<file path="src/rtl/fp_addsub_pipe.sv">
// Three-stage floating-point add/subtract with valid/ready flow control.
// S1 swaps the operands so X has the larger magnitude, then aligns Y with guard/round/sticky bits.
// S2 adds or subtracts the significands. S3 normalises the sum, packs the result and sets the flags.
// The whole pipe stalls together whenever the output register is full and not consumed.
module fp_addsub_pipe #(
  parameter int BIT_WIDTH  = 32,
  parameter int EXP_WIDTH  = 8,
  parameter int MANT_WIDTH = 23
) (
  input  logic                 clk,
  input  logic                 rst,
  input  logic                 in_valid,
  output logic                 in_ready,
  input  logic [BIT_WIDTH-1:0] a_operand,
  input  logic [BIT_WIDTH-1:0] b_operand,
  input  logic                 sub_op,
  output logic                 out_valid,
  input  logic                 out_ready,
  output logic [BIT_WIDTH-1:0] result,
  output logic                 exception,
  output logic                 overflow
);

  localparam int SW  = MANT_WIDTH + 1;       // significand with hidden bit
  localparam int AW  = SW + 3;               // significand plus guard/round/sticky
  localparam int LZW = $clog2(AW + 1);
  localparam int XW  = EXP_WIDTH + 2;        // headroom for exponent under/overflow
  localparam logic [EXP_WIDTH-1:0] EXP_ONES = '1;

  logic                 w_adv;
  logic [3:1]           r_vld_pipe;

  // S1 signals
  logic                 w_a_is_x, w_b_sign, w_x_sign, w_y_sign, w_exc_in;
  logic [EXP_WIDTH-1:0] w_a_exp, w_b_exp, w_x_exp, w_y_exp, w_shift;
  logic [MANT_WIDTH-1:0] w_x_mant, w_y_mant;
  logic [SW-1:0]        w_x_sig, w_y_sig;
  logic [2*SW+1:0]      w_y_wide;
  logic [AW-1:0]        w_y_al;
  logic                 r1_sign, r1_sub, r1_exc;
  logic [EXP_WIDTH-1:0] r1_exp;
  logic [SW-1:0]        r1_sigx;
  logic [AW-1:0]        r1_sigy;

  // S2 signals
  logic [AW:0]          w_sum;
  logic                 r2_sign, r2_exc;
  logic [EXP_WIDTH-1:0] r2_exp;
  logic [AW:0]          r2_sum;

  // S3 signals
  logic                 w_carry, w_uflow, w_oflow, w_ovf;
  logic [LZW-1:0]       w_lz;
  logic [AW-1:0]        w_norm;
  logic [XW-1:0]        w_exp_n;
  logic [MANT_WIDTH-1:0] w_mant;
  logic [BIT_WIDTH-1:0] w_res;
  logic                 w_unused;
  logic [BIT_WIDTH-1:0] r_result;
  logic                 r_exc, r_ovf;

  assign w_adv     = !r_vld_pipe[3] | out_ready;
  assign in_ready  = w_adv;
  assign out_valid = r_vld_pipe[3];
  assign result    = r_result;
  assign exception = r_exc;
  assign overflow  = r_ovf;

  // ---------------- S1: swap and align ----------------
  assign w_a_exp  = a_operand[BIT_WIDTH-2 -: EXP_WIDTH];
  assign w_b_exp  = b_operand[BIT_WIDTH-2 -: EXP_WIDTH];
  assign w_b_sign = b_operand[BIT_WIDTH-1] ^ sub_op;
  assign w_a_is_x = a_operand[BIT_WIDTH-2:0] >= b_operand[BIT_WIDTH-2:0];
  assign w_exc_in = (w_a_exp == EXP_ONES) | (w_b_exp == EXP_ONES);

  // Route the larger magnitude to X; ties keep A as X
  always_comb begin
    w_x_sign = a_operand[BIT_WIDTH-1];
    w_x_exp  = w_a_exp;
    w_x_mant = a_operand[MANT_WIDTH-1:0];
    w_y_sign = w_b_sign;
    w_y_exp  = w_b_exp;
    w_y_mant = b_operand[MANT_WIDTH-1:0];
    if (!w_a_is_x) begin
      w_x_sign = w_b_sign;
      w_x_exp  = w_b_exp;
      w_x_mant = b_operand[MANT_WIDTH-1:0];
      w_y_sign = a_operand[BIT_WIDTH-1];
      w_y_exp  = w_a_exp;
      w_y_mant = a_operand[MANT_WIDTH-1:0];
    end
  end

  // Zero exponent means zero: subnormals lose their significand here
  assign w_x_sig  = (w_x_exp == '0) ? '0 : {1'b1, w_x_mant};
  assign w_y_sig  = (w_y_exp == '0) ? '0 : {1'b1, w_y_mant};
  assign w_shift  = w_x_exp - w_y_exp;
  // Top SW+2 bits are the aligned significand plus guard/round; anything below folds into sticky
  assign w_y_wide = {w_y_sig, {(SW+2){1'b0}}} >> w_shift;
  assign w_y_al   = (int'(w_shift) >= SW) ? '0
                  : {w_y_wide[2*SW+1 -: SW+2], |w_y_wide[SW-1:0]};

  // Valid shift register, advancing only when the output slot frees up
  always_ff @(posedge clk or posedge rst) begin
    if (rst)        r_vld_pipe <= '0;
    else if (w_adv) r_vld_pipe <= {r_vld_pipe[2:1], in_valid};
  end

  // S1 register: swapped/aligned operands
  always_ff @(posedge clk or posedge rst) begin
    if (rst) begin
      r1_sign <= 1'b0; r1_sub <= 1'b0; r1_exc <= 1'b0;
      r1_exp  <= '0;   r1_sigx <= '0;  r1_sigy <= '0;
    end else if (w_adv) begin
      r1_sign <= w_x_sign;
      r1_sub  <= w_x_sign ^ w_y_sign;
      r1_exc  <= w_exc_in;
      r1_exp  <= w_x_exp;
      r1_sigx <= w_x_sig;
      r1_sigy <= w_y_al;
    end
  end

  // ---------------- S2: add / subtract ----------------
  // X >= Y in magnitude, so the subtract never goes negative
  assign w_sum = r1_sub ? ({1'b0, r1_sigx, 3'b000} - {1'b0, r1_sigy})
                        : ({1'b0, r1_sigx, 3'b000} + {1'b0, r1_sigy});

  // S2 register: raw sum with carry and GRS bits
  always_ff @(posedge clk or posedge rst) begin
    if (rst) begin
      r2_sign <= 1'b0; r2_exc <= 1'b0; r2_exp <= '0; r2_sum <= '0;
    end else if (w_adv) begin
      r2_sign <= r1_sign;
      r2_exc  <= r1_exc;
      r2_exp  <= r1_exp;
      r2_sum  <= w_sum;
    end
  end

  // ---------------- S3: normalise and pack ----------------
  assign w_carry = r2_sum[AW];

  // Leading-zero count below the carry bit; highest set bit wins
  always_comb begin
    w_lz = LZW'(AW);
    for (int i = 0; i < AW; i++)
      if (r2_sum[i]) w_lz = LZW'(AW - 1 - i);
  end

  assign w_norm   = r2_sum[AW-1:0] << w_lz;
  assign w_exp_n  = w_carry ? (XW'(r2_exp) + XW'(1)) : (XW'(r2_exp) - XW'(w_lz));
  assign w_uflow  = w_exp_n[XW-1] | (w_exp_n == '0);
  assign w_oflow  = !w_exp_n[XW-1] && (w_exp_n >= XW'(EXP_ONES));
  // Truncation: GRS bits are simply dropped after normalisation
  assign w_mant   = w_carry ? r2_sum[AW-1 -: MANT_WIDTH] : w_norm[AW-2 -: MANT_WIDTH];
  assign w_unused = ^{w_norm[AW-1], w_norm[2:0]};

  // Special-case priority: exception, exact zero, underflow flush, saturation
  always_comb begin
    w_ovf = 1'b0;
    w_res = {r2_sign, w_exp_n[EXP_WIDTH-1:0], w_mant};
    if (r2_exc)
      w_res = '0;
    else if (r2_sum == '0)
      w_res = '0;
    else if (w_uflow)
      w_res = {r2_sign, {(BIT_WIDTH-1){1'b0}}};
    else if (w_oflow) begin
      w_ovf = 1'b1;
      w_res = {r2_sign, EXP_ONES, {MANT_WIDTH{1'b0}}};
    end
  end

  // Output register; empty slots carry zero result and flags
  always_ff @(posedge clk or posedge rst) begin
    if (rst) begin
      r_result <= '0; r_exc <= 1'b0; r_ovf <= 1'b0;
    end else if (w_adv) begin
      r_result <= r_vld_pipe[2] ? w_res  : '0;
      r_exc    <= r_vld_pipe[2] & r2_exc;
      r_ovf    <= r_vld_pipe[2] & w_ovf;
    end
  end

endmodule
</file>
<file path="config.mk">
export PLATFORM = sky130hd
export DESIGN_NAME = fp_addsub_pipe
export DESIGN_NICKNAME = d
export VERILOG_FILES = /design/src/rtl/fp_addsub_pipe.sv
export SDC_FILE = /design/constraint.sdc
export NUM_CORES = 1
export LEC_CHECK = 0
export BUFFER_PORTS_ARGS = -buffer_cell sky130_fd_sc_hd__buf_4
export CAP_MARGIN = 0
export CORE_ASPECT_RATIO = 0.8
export CORE_UTILIZATION = 60
export DETAILED_ROUTE_END_ITERATION = 10
export PLACE_DENSITY = 0.8
export SYNTH_ARGS = -nofsm -noshare
export SYNTH_HDL_FRONTEND = slang
export SYNTH_SLANG_ARGS = --single-unit
</file>
<file path="constraint.sdc">
create_clock -name clk -period 11.45 [get_ports clk]
set_input_delay 1.7175 -clock clk [delete_from_list [all_inputs] [get_ports clk]]
set_output_delay 1.7175 -clock clk [all_outputs]
set_load 0.01 [all_outputs]
</file>
## Yosys cells after proc, flatten, opt, wreduce, memory -nomap -nowiden

Index checks and enable logic that the tools add are counted.

- Bits in registers: 137
- Bits of input ports: 69
- Output and inout bits: 36
- Logic and storage cells: 89

- Add/sub/neg operators: 5
- Order comparisons: 3
- Equality and inequality tests: 2
- Shifts and indexed selects: 2
- Muxes and demuxes: 48
- Bitwise operators: 7
- Reduce and logical (&&, ||, !) cells: 8

Operators with widths:

| operator | number |
|---|---|
| 5-bit two-way mux | 26 |
| 32-bit two-way mux | 3 |
| 23-bit two-way mux | 3 |
| 31-bit two-way mux | 2 |
| 50-bit by 8-bit >> shifter with 50-bit output | 1 |
| 24-bit two-way mux | 2 |
| 31-bit greater-or-equal comparator | 1 |
| 27-bit by 27-bit adder with 28-bit output | 1 |
| 28-bit logical NOT | 1 |
| 28-bit two-way mux | 1 |
| 27-bit by 27-bit subtractor with 28-bit output | 1 |
| 27-bit two-way mux | 1 |
| 27-bit by 5-bit << shifter with 26-bit output | 1 |
| 24-bit OR reduction | 1 |
| 8-bit equality test, second input constant | 2 |
| 8-bit logical NOT | 2 |
| 8-bit two-way mux | 2 |
| 10-bit by 8-bit greater-or-equal comparator with 1-bit output, second input constant | 1 |
| 10-bit logical NOT | 1 |
| 10-bit two-way mux | 1 |
| 8-bit by 1-bit adder with 9-bit output, second input constant | 1 |
| 8-bit by 5-bit subtractor with 9-bit output | 1 |
| 8-bit by 5-bit greater-or-equal comparator with 1-bit output, second input constant | 1 |
| 8-bit subtractor | 1 |
| 6 further kinds | 17 |

## Longest topological paths before layout

Gate-level depths: netlist of the first run.

- Word-level depth: 36
- Gate-level depth with buffers: 27
- Mapped depth without buffers: 25

## Least setup slack after synthesis of the first run

Ideal clock, no wire load.

- Path type: input to register
- Start: input b_operand[28]
- End: register r1_sigy[0]
- Library setup time: 0.130 ns
- Arrival: 7.019 ns
- Data required time: 11.320 ns
- Setup slack: 4.301 ns
- Stages: 22
- Buffers on the path: 7
- Cells stage by stage: inv_1 > ha_1 > a21o_1 > a21o_1 > a221oi_2 > o21ai_1 > nor2_2 > buf_6 > buf_2 > buf_1 > buf_1 > mux2i_1 > ha_1 > clkbuf_1 > buf_2 > clkbuf_1 > mux4_2 > mux2i_1 > nand4b_1 > or4_1 > a2111oi_2 > o21ai_1

- Cells in the longest elaborated chain, start to end: 7
- Elaborated cells on any way between the ends: 11
- Classes of those cells: 1 x add/sub; 2 x order compare; 1 x shift; 5 x mux; 2 x reduce/logical

RTL lines:

| element | RTL line | RTL |
|---|---|---|
| from (decl) | 15 | `input logic [BIT_WIDTH-1:0] b_operand,` |
| branches (longest 6 deep; another with 31-bit greater-or-equal comparator) | -- |  |
| 27-bit two-way mux (*) | 100 | `assign w_y_al = (int'(w_shift) >= SW) ? '0` |
| to (signal assigned) | 120 | `r1_sigy <= w_y_al;` |
| to (decl) | 43 | `logic [AW-1:0] r1_sigy;` |

Every way passes the cells marked *.
A chain may end at the register's enable or synchronous reset.

## Worst setup path after layout of the first run

- Start: input b_operand[23]
- End: register r1_sigy[0]

Same word-level chain as after synthesis.

==> impl_results.md, run 1 <==
- Post-synth ARST share: 100%
- GPL Wtd Cong: 0.984
- Root Buffer: clkbuf_16
- HPWL after DPL: 30.4 mm
- CP dominant cell by count: mux2i_1
- Status: complete, no violations
- Simple-gate portion of the synthesized area: 16.4%
- Total negative slack: 0 ns
- Via density: 6.68
- Critical Path Sink Type: flop
- Antenna Cells: 0
- Maximum VDD drop: 138 uV
- Area grow syn2layout: 11.9%
- CP max FO: 32
- Overall Global Routing Usage: 36.8%
- Placed insts: 1867
- Mux cell area share after synthesis: 15.8%
- Max_cap viols: 0
- Clock slew at reported path FFs: 0.06 ns
- Detail Route Antenna Nets: 0
- Port Buffers: 104
- Fraction of layout cells with a size suffix above 1: 13.8%
- First-pass GRT wire length: 65.0 mm
- Setup Buffers After CTS: 0
- Pwr per Cell Area: 236 mW/mm^2
- WL/cell: 21.2 um
- Num ports: 105
- Achievable frequency: 137 MHz
- Crit path to: r1_sigy[0]$_DFFE_PP0P_
- Remaining global-route overflow: 0
- Hold WC Path Type: reg2reg
- Crit Path Class: in2reg
- Post-Synth Adder-Cell Area: 8.74%
- Clk_lat worst skew: 0.43 ns
- Die area: 0.0224 mm^2
- H-tree levels: 4
- Inserted Clock Buffers: 17
- Post-CTS sizing: 0
- Critical path arrival: 7.62 ns
- Number of remaining DRC errors: 0
- Highest routed metal layer: met5
- Met2 WL post-DR: 17.1 mm
- Die Width: 167 um
- CTS hold repair buffers: 0
- Reg2reg path depth: 27
- Starting Density: 62.2%
- Complex-gate fraction of the synthesized area: 23.9%
- Endpoints failing setup: 0
- Worst-Margin Slew: 1.12 ns
- Fillcell total: 1729
- CTS tree: built
- Worst setup startpoint: b_operand[23]
- Post-synth EDFFs: 0
- Initial antenna violation count: 0
- Num Clock Sinks: 137
- Critical path launch point type: input pin
- DR WL met3: 4.05 mm
- YS warnings: 0
- Post-route insts no fill: 1898
- Fin crit period: 7.32 ns
- Final Cycle Share: 63.9%
- DR iter-0 viols: 1295
- Vias in the first global route: 11887
- Flop-to-flop setup slack: 5.83 ns
- Final WL: 40.2 mm
- Yosys cell types: 87
- Critical path cell sequence: buf_4, inv_1, ha_1, nand2_1, nor4_4, inv_1, o21ai_1, nor2_4, mux2i_1, ha_1, buf_4, inv_1, mux4_2, mux2i_1, mux2i_1, mux2i_1, nand4b_1, or4_1, a2111oi_2, o21ai_1
- Worst R2R End: result[21]$_DFFE_PP0P_
- Register area share after synthesis: 26.3%
- Largest family of logic cells by synthesized area: compound AO/OA/AOI/OAI gates
- Final Instance Area: 0.0146 mm^2
- Max_slew headroom: 23.2%
- Placed instance area: 0.0139 mm^2
- Critical Path RT: 11.75 ns
- Vias: 12674
- Hold Violations, Final: 0
- Largest net degree at the start of global routing: 97
- Leak Pwr: 0.00655 uW
- Fin. max-slew vios: 0
- Critical path's slowest cell: ha_1
- FF+latch count, synth: 137
- # rows: 47
- Final #Nets: 1776
- Core area: 0.0210 mm^2
- DRT met1 WL: 18.5 mm
- Clock buffer depth: 2
- Worst reg2reg path startpoint: r2_sum[1]$_DFFE_PP0P_
- Synthesized area per cell: 8.31 um^2
- Max incr delay on CP: 0.94 ns
- Synth Flop Type: dfrtp_1
- XOR/XNOR Fraction of Synth Area: 2.75%
- Cells after Synth: 1571
- DIE HEIGHT: 134 um
- Initial DRT Pass Iterations: 6
- Synth Net Count: 1730
- Syn Std Cell Area: 0.0131 mm^2
- Max Clock Skew: 0.00880 ns
- RSZ-0062 raised after global routing: false
-- worst max-delay path: cells and delay by family --
kind / cells / cell delay [ns]
multiplexers: 5 / 1.49
AO/OA/AOI/OAI: 3 / 1.14
AND/OR/NAND/NOR: 5 / 1.07
buffers and inverters: 5 / 1.01
adder cells (fa/ha/maj): 2 / 1.19
-- registers in the layout, indices dropped and copies added (netlist names) --
name and cells:
exception 1, overflow 1, r1_exc 1, r1_exp 8, r1_sign 1, r1_sigx 24, r1_sigy 27, r1_sub 1
r2_exc 1, r2_exp 8, r2_sign 1, r2_sum 28, r_vld_pipe 3, result 32
-- per-layer routing --
metal  global-route usage, %  up-vias
met5                    2.39        -
li1                        -     5874
met4                    7.36        2
met1                    54.0     6133
met2                    53.6      606
met3                    10.6       59
-- kinds of logic (layout without fill, tap and decap cells) --
family                     after synthesis  count (layout)
DFF                                    137             137
muxes                                  164             164
adders and majority gates               90              90
xor gates and xnor gates                41              41
and+or+nand+nor                        457             457
buffers and inverters                  202             260
AOI/OAI and AO/OA                      480             480
-- final cells by class --
type / instances / area (um^2) / area share [%]
Clock buffer: 20 / 447 / 3.06
Clock inverter: 11 / 219 / 1.50
Inverter: 106 / 403 / 2.76
Multi-Input combinational cell: 1232 / 8850 / 60.6
Sequential cell: 137 / 3430 / 23.5
Tap cell: 269 / 337 / 2.30
Timing Repair Buffer: 123 / 923 / 6.32
-- cells in the final DEF (no fill, tap or decap), types with 9 or more instances in the layout --
cell type | synthesis | final
a21oi_1 | 121 | 120
nor2_1 | 119 | 119
o31ai_1 | 13 | 13
nor3_1 | 36 | 36
nand3_1 | 22 | 22
dfrtp_1 | 137 | 137
o22ai_1 | 22 | 22
xnor2_1 | 30 | 30
nor2b_1 | 15 | 14
nand2b_1 | 22 | 22
a211oi_1 | 28 | 28
nand4_1 | 14 | 14
buf_4 | 1 | 123
o21bai_1 | 12 | 12
inv_1 | 104 | 103
a21o_1 | 14 | 14
or3_1 | 9 | 9
mux2i_1 | 118 | 118
o211ai_1 | 18 | 18
ha_1 | 88 | 88
mux2_2 | 14 | 14
nor4_1 | 11 | 11
mux4_2 | 30 | 30
a31oi_1 | 21 | 21
a22o_1 | 12 | 12
o21ai_0 | 115 | 115
clkbuf_16 | 0 | 17
xor2_1 | 11 | 10
nand2_1 | 167 | 167
a32o_1 | 10 | 10
-- synthesized netlist by cell type, types with 15 or more instances --
| master | count | area share [%] |
|---|---|---|
| nand2_1 | 167 | 4.8 |
| dfrtp_1 | 137 | 26 |
| a21oi_1 | 121 | 4.6 |
| nor2_1 | 119 | 3.4 |
| mux2i_1 | 118 | 9.0 |
| o21ai_0 | 115 | 4.4 |
| inv_1 | 104 | 3.0 |
| ha_1 | 88 | 8.4 |
| clkbuf_1 | 63 | 1.8 |
| nor3_1 | 36 | 1.4 |
| mux4_2 | 30 | 5.2 |
| xnor2_1 | 30 | 2.0 |
| a211oi_1 | 28 | 1.6 |
| nand2b_1 | 22 | 1.1 |
| nand3_1 | 22 | 0.84 |
| o22ai_1 | 22 | 1.1 |
| a31oi_1 | 21 | 1.0 |
| o211ai_1 | 18 | 1.0 |
| buf_2 | 15 | 0.57 |
| nor2b_1 | 15 | 0.72 |
-- where the power goes --
group	switching (uW)	leakage (uW)	internal, uW	total (uW)
clock	225	0.000321	414	639
sequential	197	0.00174	627	824
combinational	1190	0.00449	790	1980
total	1620	0.00655	1830	3450
-- how the worst min path moves through the flow --
stage	from	cells after the start	slack (ns)	to
6_report	result[30]$_DFFE_PP0P_	2	0.47	result[30]$_DFFE_PP0P_
5_1_grt	result[30]$_DFFE_PP0P_	2	0.49	result[30]$_DFFE_PP0P_
4_1_cts	result[30]$_DFFE_PP0P_	2	0.47	result[30]$_DFFE_PP0P_
3_5_place_dp	result[30]$_DFFE_PP0P_	2	0.46	result[30]$_DFFE_PP0P_
3_3_place_gp	result[26]$_DFFE_PP0P_	2	0.45	result[26]$_DFFE_PP0P_
2_1_floorplan	r_vld_pipe[1]$_DFFE_PP0P_	2	0.44	r_vld_pipe[1]$_DFFE_PP0P_
-- stage by stage --
| stage | hold slack [ns] | total power (uW) | worst slack (ns) | util [%] |
|---|---|---|---|---|
| 4_1_cts | 0.472 | 3400 | 4.22 | 69.6 |
| 2_1_floorplan | 0.439 | 2180 | 4.30 | - |
| 6_report | 0.467 | 3450 | 4.13 | 69.6 |
| 3_3_place_gp | 0.453 | 2710 | 3.85 | 66.4 |
| 3_5_place_dp | 0.458 | 2750 | 3.78 | 66.4 |
| 5_1_grt | 0.489 | 3660 | 3.68 | 69.6 |
Power figures use the tool's default switching activity.
==> inputs of run 2 (changes only) <==
Clock period 11.45 ns to 7.51 ns, I/O delays scaled along.
==> run 2 against run 1 <==
Net effect: critical path depth decreased by 2; global-route usage decreased by 0.66 points; final area decreased by 0.50%; final cell count increased by 0.42%; clock-buffer cell count unchanged.
==> impl_results.md, run 2 (same netlist as run 1, synthesis figures left out) <==
- CTS hold repair buffers: 0 (unchanged)
- First-pass GRT wire length: 63.9 mm (-1.6%)
- Vias in the first global route: 11726 (-1.4%)
- Tot Pwr: 5080 uW (+47%)
- Antenna Cells: 0 (unchanged)
- Area grow syn2layout: 11.3%
- Worst-Margin Slew: 1.13 ns (+0.00597 ns)
- Status: complete, no violations
- Number of remaining DRC errors: 0 (unchanged)
- Fraction of layout cells with a size suffix above 1: 14.2% (+0.42 points)
- CP max FO: 14 (-56%)
- Overall Global Routing Usage: 36.2% (-0.66 points)
- Critical path launch point type: input pin
- Achievable frequency: 160 MHz
- Comb pwr share: 59.7% (+2.1 points)
- Most common cell after layout, fill and taps aside: nand2_1
- Sequential power share: 24.9% (+1.0 points)
- Starting Density: 62.2% (unchanged)
- Psw: 2470 uW (+53%)
- Fillcell total: 1751 (+1.3%)
- Final #Nets: 1783 (+0.39%)
- Largest net degree at the start of global routing: 95 (-2.1%)
- Final Cycle Share: 83.0%
- Post-CTS sizing: 0 (unchanged)
- Clock buffer depth: 2 (unchanged)
- Die Width: 167 um (unchanged)
- Switching share of power: 48.6% (+1.8 points)
- Crit Path Class: in2reg
- Most frequent cells in the layout: nand2_1, dfrtp_1, buf_4, a21oi_1, nor2_1
- Fin crit period: 6.23 ns
- CTS tree: built
- Num ports: 105 (unchanged)
- Pwr per Cell Area: 350 mW/mm^2 (+48%)
- Die area: 0.0224 mm^2 (unchanged)
- # rows: 47 (unchanged)
- Hold WC Path Type: reg2reg
- Max_cap viols: 0 (unchanged)
- Fin. max-slew vios: 0 (unchanged)
- Critical Path RT: 7.82 ns (-3.93 ns)
- Clock slew at reported path FFs: 0.06 ns (about the same)
- Hold Violations, Final: 0 (unchanged)
- Remaining global-route overflow: 0 (unchanged)
- Clk_lat worst skew: 0.43 ns (about the same)
- Setup Buffers After CTS: 0 (unchanged)
- DIE HEIGHT: 134 um (unchanged)
- HPWL after DPL: 30.6 mm (+0.58%)
- Endpoints failing setup: 0 (unchanged)
- Via density: 6.79 (+1.7%)
- Hold WS: 0.467 ns (+0.000515 ns)
- Flop-to-flop setup slack: 2.07 ns (-3.76 ns)
- Inserted Clock Buffers: 17 (unchanged)
- Total negative slack: 0 ns (unchanged)
- P_int: 2610 uW (+43%)
- RSZ-0062 raised after global routing: false
- Critical Path Sink Type: flop
- Maximum VDD drop: 167 uV (+21%)
- Leak Pwr: 0.00651 uW (-0.63%)
- Reg2reg path depth: 26 (-3.7%)
- Critical path arrival: 6.54 ns (-1.08 ns)
- DR iter-0 viols: 1566 (+21%)
- GPL Wtd Cong: 0.998 (+1.5%)
- Port Buffers: 104 (unchanged)
- Root Buffer: clkbuf_16
- Max_slew headroom: 24.6% (+1.5 points)
- H-tree levels: 4 (unchanged)
- Initial DRT Pass Iterations: 7 (+1)
- Num Clock Sinks: 137 (unchanged)
- Max reg flops: 32 (unchanged)
- Initial antenna violation count: 1 (+1)
- Clock share of power: 15.4% (-3.1 points)
- Hold depth: 2 (unchanged)
- Max Clock Skew: 0.00755 ns (-0.00124 ns)
- Detail Route Antenna Nets: 0 (unchanged)
- Vias: 12946 (+2.1%)
- WL/cell: 21.0 um (-0.72%)
- Final WL: 40.0 mm (-0.30%)
- Core area: 0.0210 mm^2 (unchanged)
## run 2: final cells by class
class | count | area, um^2 | share of cell area [%]
clock buffer | 20 | 447 | 3.07
clock inverter | 12 | 93.8 | 0.646
inverter | 106 | 403 | 2.77
multi-input combinational | 1232 | 8850 | 60.9
sequential | 137 | 3430 | 23.6
tap | 269 | 337 | 2.32
timing repair buffer | 130 | 976 | 6.71
## run 2: power groups by stage
stage          Combinational [uW]  Clock, uW  Sequential, uW
5_1_grt                      3290        814            1290
2_1_floorplan                2170          0            1150
6_report                     3040        781            1260
3_5_place_dp                 2940          0            1260
4_1_cts                      2960        784            1250
3_3_place_gp                 2900          0            1250
## run 2: final timing paths
check | to | from
max in group asynchronous | r2_exp[2]$_DFFE_PP0P_ | rst
hold reg to reg | exception$_DFFE_PP0P_ | exception$_DFFE_PP0P_
min in group asynchronous | r2_sum[3]$_DFFE_PP0P_ | rst
setup reg to reg | result[12]$_DFFE_PP0P_ | r2_sum[1]$_DFFE_PP0P_
hold / removal | exception$_DFFE_PP0P_ | exception$_DFFE_PP0P_
setup / recovery | r1_sigy[0]$_DFFE_PP0P_ | b_operand[12]
## run 2: metrics by stage
stage / util (%) / instance area, um^2 / instances / setup slack, ns
5_1_grt: 69.2 / 14500 / 1906 / 0.900
2_1_floorplan: - / 13100 / 1571 / 0.952
4_1_cts: 69.2 / 14500 / 1906 / 1.38
3_3_place_gp: 66.7 / 14000 / 1874 / 1.07
6_report: 69.2 / 14500 / 1906 / 1.28
3_5_place_dp: 66.7 / 14000 / 1874 / 0.961
## run 2: routing by layer
layer	vias to the layer above	part of all wire (%)	global-route usage [%]
li1	5884	-	-
met1	6314	46	54.5
met2	690	43	54.2
met3	56	9.8	6.99
met4	2	1.1	6.12
met5	-	0.032	0
## run 2: critical path: stages
cell       delay (ns)
buf_4            0.11
inv_1            0.06
ha_1             0.30
nand4_1          0.18
nor4_1           0.49
a2111oi_2        0.13
a21oi_1          0.77
nor2_4           0.04
mux2i_1          0.15
ha_1             0.24
o311a_4          0.42
nor2_2           0.60
mux4_2           0.61
mux2i_1          0.25
nand2_1          0.08
or4_1            0.50
a2111oi_2        0.37
o21ai_1          0.11
==> inputs of run 3 (changes only) <==
Settings changed: ABC_AREA from default to 1, CORE_UTILIZATION 60 to 56, PLACE_DENSITY 0.8 to 0.78.
Clock period 7.51 ns to 5.2 ns, I/O delays scaled along.
==> run 3 against run 2 <==
Net effect: total power grew 56%; flip-flop and latch count unchanged; critical path type is now reg2reg; non-clock buffer count grew 8; combinational power increased by 61%.
==> impl_results.md, run 3 <==
- Sequential power share: 21.9% (-3.0 points)
- Crit Path Class: reg2reg
- Most frequent cells in the layout: nand2_1, nand3_1, inv_1, o21ai_0
- Leak Pwr: 0.00760 uW (+17%)
- Cell taking the most area after synthesis: dfrtp_1
- DR iter-0 viols: 2166 (+38%)
- Critical path arrival: 5.31 ns (-1.23 ns)
- Placed instance area: 0.0140 mm^2 (-0.12%)
- Initial antenna violation count: 0 (-1)
- Largest net degree at the start of global routing: 97 (+2.1%)
- Remaining global-route overflow: 0 (unchanged)
- Port Buffers: 104 (unchanged)
- Synth Net Count: 2209 (+28%)
- Inserted Clock Buffers: 17 (unchanged)
- GPL Wtd Cong: 1.01 (+1.2%)
- YS warnings: 0 (unchanged)
- HPWL after DPL: 32.1 mm (+4.9%)
- XOR/XNOR Fraction of Synth Area: 2.39% (-0.36 points)
- Post-route insts no fill: 2422 (+27%)
- Fillcell total: 2127 (+21%)
- Endpoints failing setup: 0 (unchanged)
- Switching share of power: 52.2% (+3.6 points)
- CTS tree: built
- Clk_lat worst skew: 0.45 ns (+0.02 ns)
- Detail Route Antenna Nets: 0 (unchanged)
- Fin. max-slew vios: 0 (unchanged)
- FF+latch count, synth: 137 (unchanged)
- DIE HEIGHT: 139 um (+3.4%)
- CP dominant cell by count: nand2_1
- Maximum VDD drop: 359 uV (+120%)
- Yosys cell types: 55 (-37%)
- CP max FO: 15 (+1)
- Post-Synth Adder-Cell Area: 8.75% (+0.010 points)
- P_int: 3770 uW (+45%)
- Initial DRT Pass Iterations: 6 (-1)
- Max_slew headroom: 31.2% (+6.6 points)
- Mux cell area share after synthesis: 0.460% (-15 points)
- Post-synth ARST share: 100% (unchanged)
- Largest family of logic cells by synthesized area: simple AND/OR/NAND/NOR gates
- Register area share after synthesis: 26.3% (+0.030 points)
- Final WL: 42.4 mm (+5.9%)
- Via density: 5.85 (-14%)
- Psw: 4130 uW (+67%)
- Synth top cells by count: nand2_1, nand3_1, inv_1
- Top-count cell post-synth: nand2_1
- Fin crit period: 4.98 ns
- Post-synth EDFFs: 0 (unchanged)
- Core area: 0.0227 mm^2 (+8.1%)
- Clock buffer depth: 2 (unchanged)
- Syn Std Cell Area: 0.0130 mm^2 (-0.11%)
- First-pass GRT wire length: 69.5 mm (+8.7%)
- Total negative slack: 0 ns (unchanged)
- Worst-Margin Slew: 1.03 ns (-0.0982 ns)
- Pwr per Cell Area: 540 mW/mm^2 (+54%)
- H-tree levels: 4 (unchanged)
- Comb pwr share: 61.8% (+2.1 points)
- Root Buffer: clkbuf_16
- Complex-gate fraction of the synthesized area: 16.6% (-7.3 points)
- Antenna Cells: 0 (unchanged)
- Final Cycle Share: 95.8%
- Num Clock Sinks: 137 (unchanged)
- Vias: 14176 (+9.5%)
- Num ports: 105 (unchanged)
- Most common cell after layout, fill and taps aside: nand2_1
- Critical Path Sink Type: flop
- Hold WC Path Type: reg2reg
- Max incr delay on CP: 0.49 ns (-0.28 ns)
- Top-area cell type share of the netlist area: 26.3% (+0.030 points)
- Top area cells in the synthesized netlist: dfrtp_1, nand2_1, nand3_1
- Critical path's slowest cell: o41ai_2
- Cells after Synth: 2050 (+30%)
- Starting Density: 57.5% (-4.7 points)
- Die area: 0.0239 mm^2 (+6.9%)
- Status: complete, no violations
- Overall Global Routing Usage: 36.2% (about the same)
- Max_cap viols: 0 (unchanged)
- Final Instance Area: 0.0146 mm^2 (+0.77%)
- Reg area: 0.00343 mm^2 (unchanged)
- Die Width: 173 um (+3.4%)
- WL/cell: 17.5 um (-17%)
- Final #Nets: 2262 (+27%)
- Synthesized area per cell: 6.36 um^2 (-23%)
- Area grow syn2layout: 12.3%
- Simple-gate portion of the synthesized area: 35.3% (+19 points)
- Hold Violations, Final: 0 (unchanged)
- Placed insts: 2386 (+27%)
- Number of remaining DRC errors: 0 (unchanged)
- Clock slew at reported path FFs: 0.06 ns (about the same)
- Max reg flops: 32 (unchanged)
- Synth Flop Type: dfrtp_1
- Vias in the first global route: 12858 (+9.7%)
- CTS hold repair buffers: 0 (unchanged)
- # rows: 49 (+4.3%)
- Area of the multi-input gates: 0.00834 mm^2 (-5.8%)
- Max Clock Skew: 0.0129 ns (+0.00537 ns)
- Clock share of power: 16.3% (+0.9 points)
- Critical path launch point type: flop
- Critical Path RT: 5.53 ns (-2.29 ns)
- Achievable frequency: 201 MHz
- Fraction of layout cells with a size suffix above 1: 10.7% (-3.5 points)
- Hold WS: 0.478 ns (+0.0102 ns)
==> run 3: cell types whose count changed after synthesis, moves of 26 or more <==
| cell | delta |
|---|---|
| nand2_1 | +443 |
| nand3_1 | +252 |
| inv_1 | +115 |
| mux2i_1 | -112 |
| o21ai_0 | +74 |
| mux4_2 | -30 |
| xnor2_1 | -27 |
| a211oi_1 | -26 |
| a21oi_1 | -26 |
==> run 3: worst paths after layout <==
path	startpoint	to	slack, ns	cells after the start
setup reg to reg	r2_sum[0]$_DFFE_PP0P_	result[15]$_DFFE_PP0P_	0.22	38
hold reg to reg	result[5]$_DFFE_PP0P_	result[5]$_DFFE_PP0P_	0.48	2
max in group asynchronous	rst	result[2]$_DFFE_PP0P_	3.58	3
min in group asynchronous	rst	r2_exc$_DFFE_PP0P_	0.49	2
setup / recovery	r2_sum[0]$_DFFE_PP0P_	result[15]$_DFFE_PP0P_	0.22	38
hold / removal	result[5]$_DFFE_PP0P_	result[5]$_DFFE_PP0P_	0.48	2
==> run 3: timing repair <==
action,in CTS,in global routing
setup endpoints to repair,0,23
setup buffers,0,4
resized for setup,0,7
==> run 3: cell families (layout without fill, tap and decap cells) <==
group,Yosys count,in the layout
compound gates,387,387
flops,137,137
mux,6,6
simple gates,1068,1068
buf+inv,329,395
fa+ha+maj,90,90
xor+xnor,33,33
==> run 3: final cells by class <==
type	instances	share of cell area [%]
Tap cell	306	2.61
Timing Repair Buffer	138	7.10
Clock buffer	18	3.00
Sequential cell	137	23.4
Inverter	225	5.80
Clock inverter	14	1.18
Multi-Input combinational cell	1584	56.9
==> run 3: per-layer routing <==
layer,vias to the layer above,GRT usage (%),part of all wire (%)
li1,6877,-,-
met1,6496,56.2,47
met2,746,50.4,41
met3,57,8.33,11
met4,0,7.00,1.4
met5,-,0,0
==> run 3: critical path: cells and delay by family, from the launching register on <==
family,cells,cell delay (ns)
compound gates,7,1.35
xor+xnor,1,0.27
fa+ha+maj,2,0.67
buf+inv,4,0.47
flops,1,0.37
simple gates,24,1.75
==> run 3: power by group through the flow <==
stage | combinational [uW] | sequential [uW] | clock [uW]
floorplan | 3410 | 1650 | 0
global placement | 4600 | 1730 | 0
detailed placement | 4640 | 1730 | 0
CTS | 4690 | 1720 | 1290
global route | 5440 | 1770 | 1340
finish | 4880 | 1730 | 1290
==> run 3: stage by stage <==
| stage | total power (uW) | util (%) | worst slack, ns |
|---|---|---|---|
| 2_1_floorplan | 5060 | - | 0.470 |
| 3_3_place_gp | 6320 | 61.6 | 0.311 |
| 3_5_place_dp | 6370 | 61.6 | 0.265 |
| 4_1_cts | 7700 | 64.3 | 0.231 |
| 5_1_grt | 8540 | 64.6 | -0.131 |
| 6_report | 7900 | 64.6 | 0.217 |
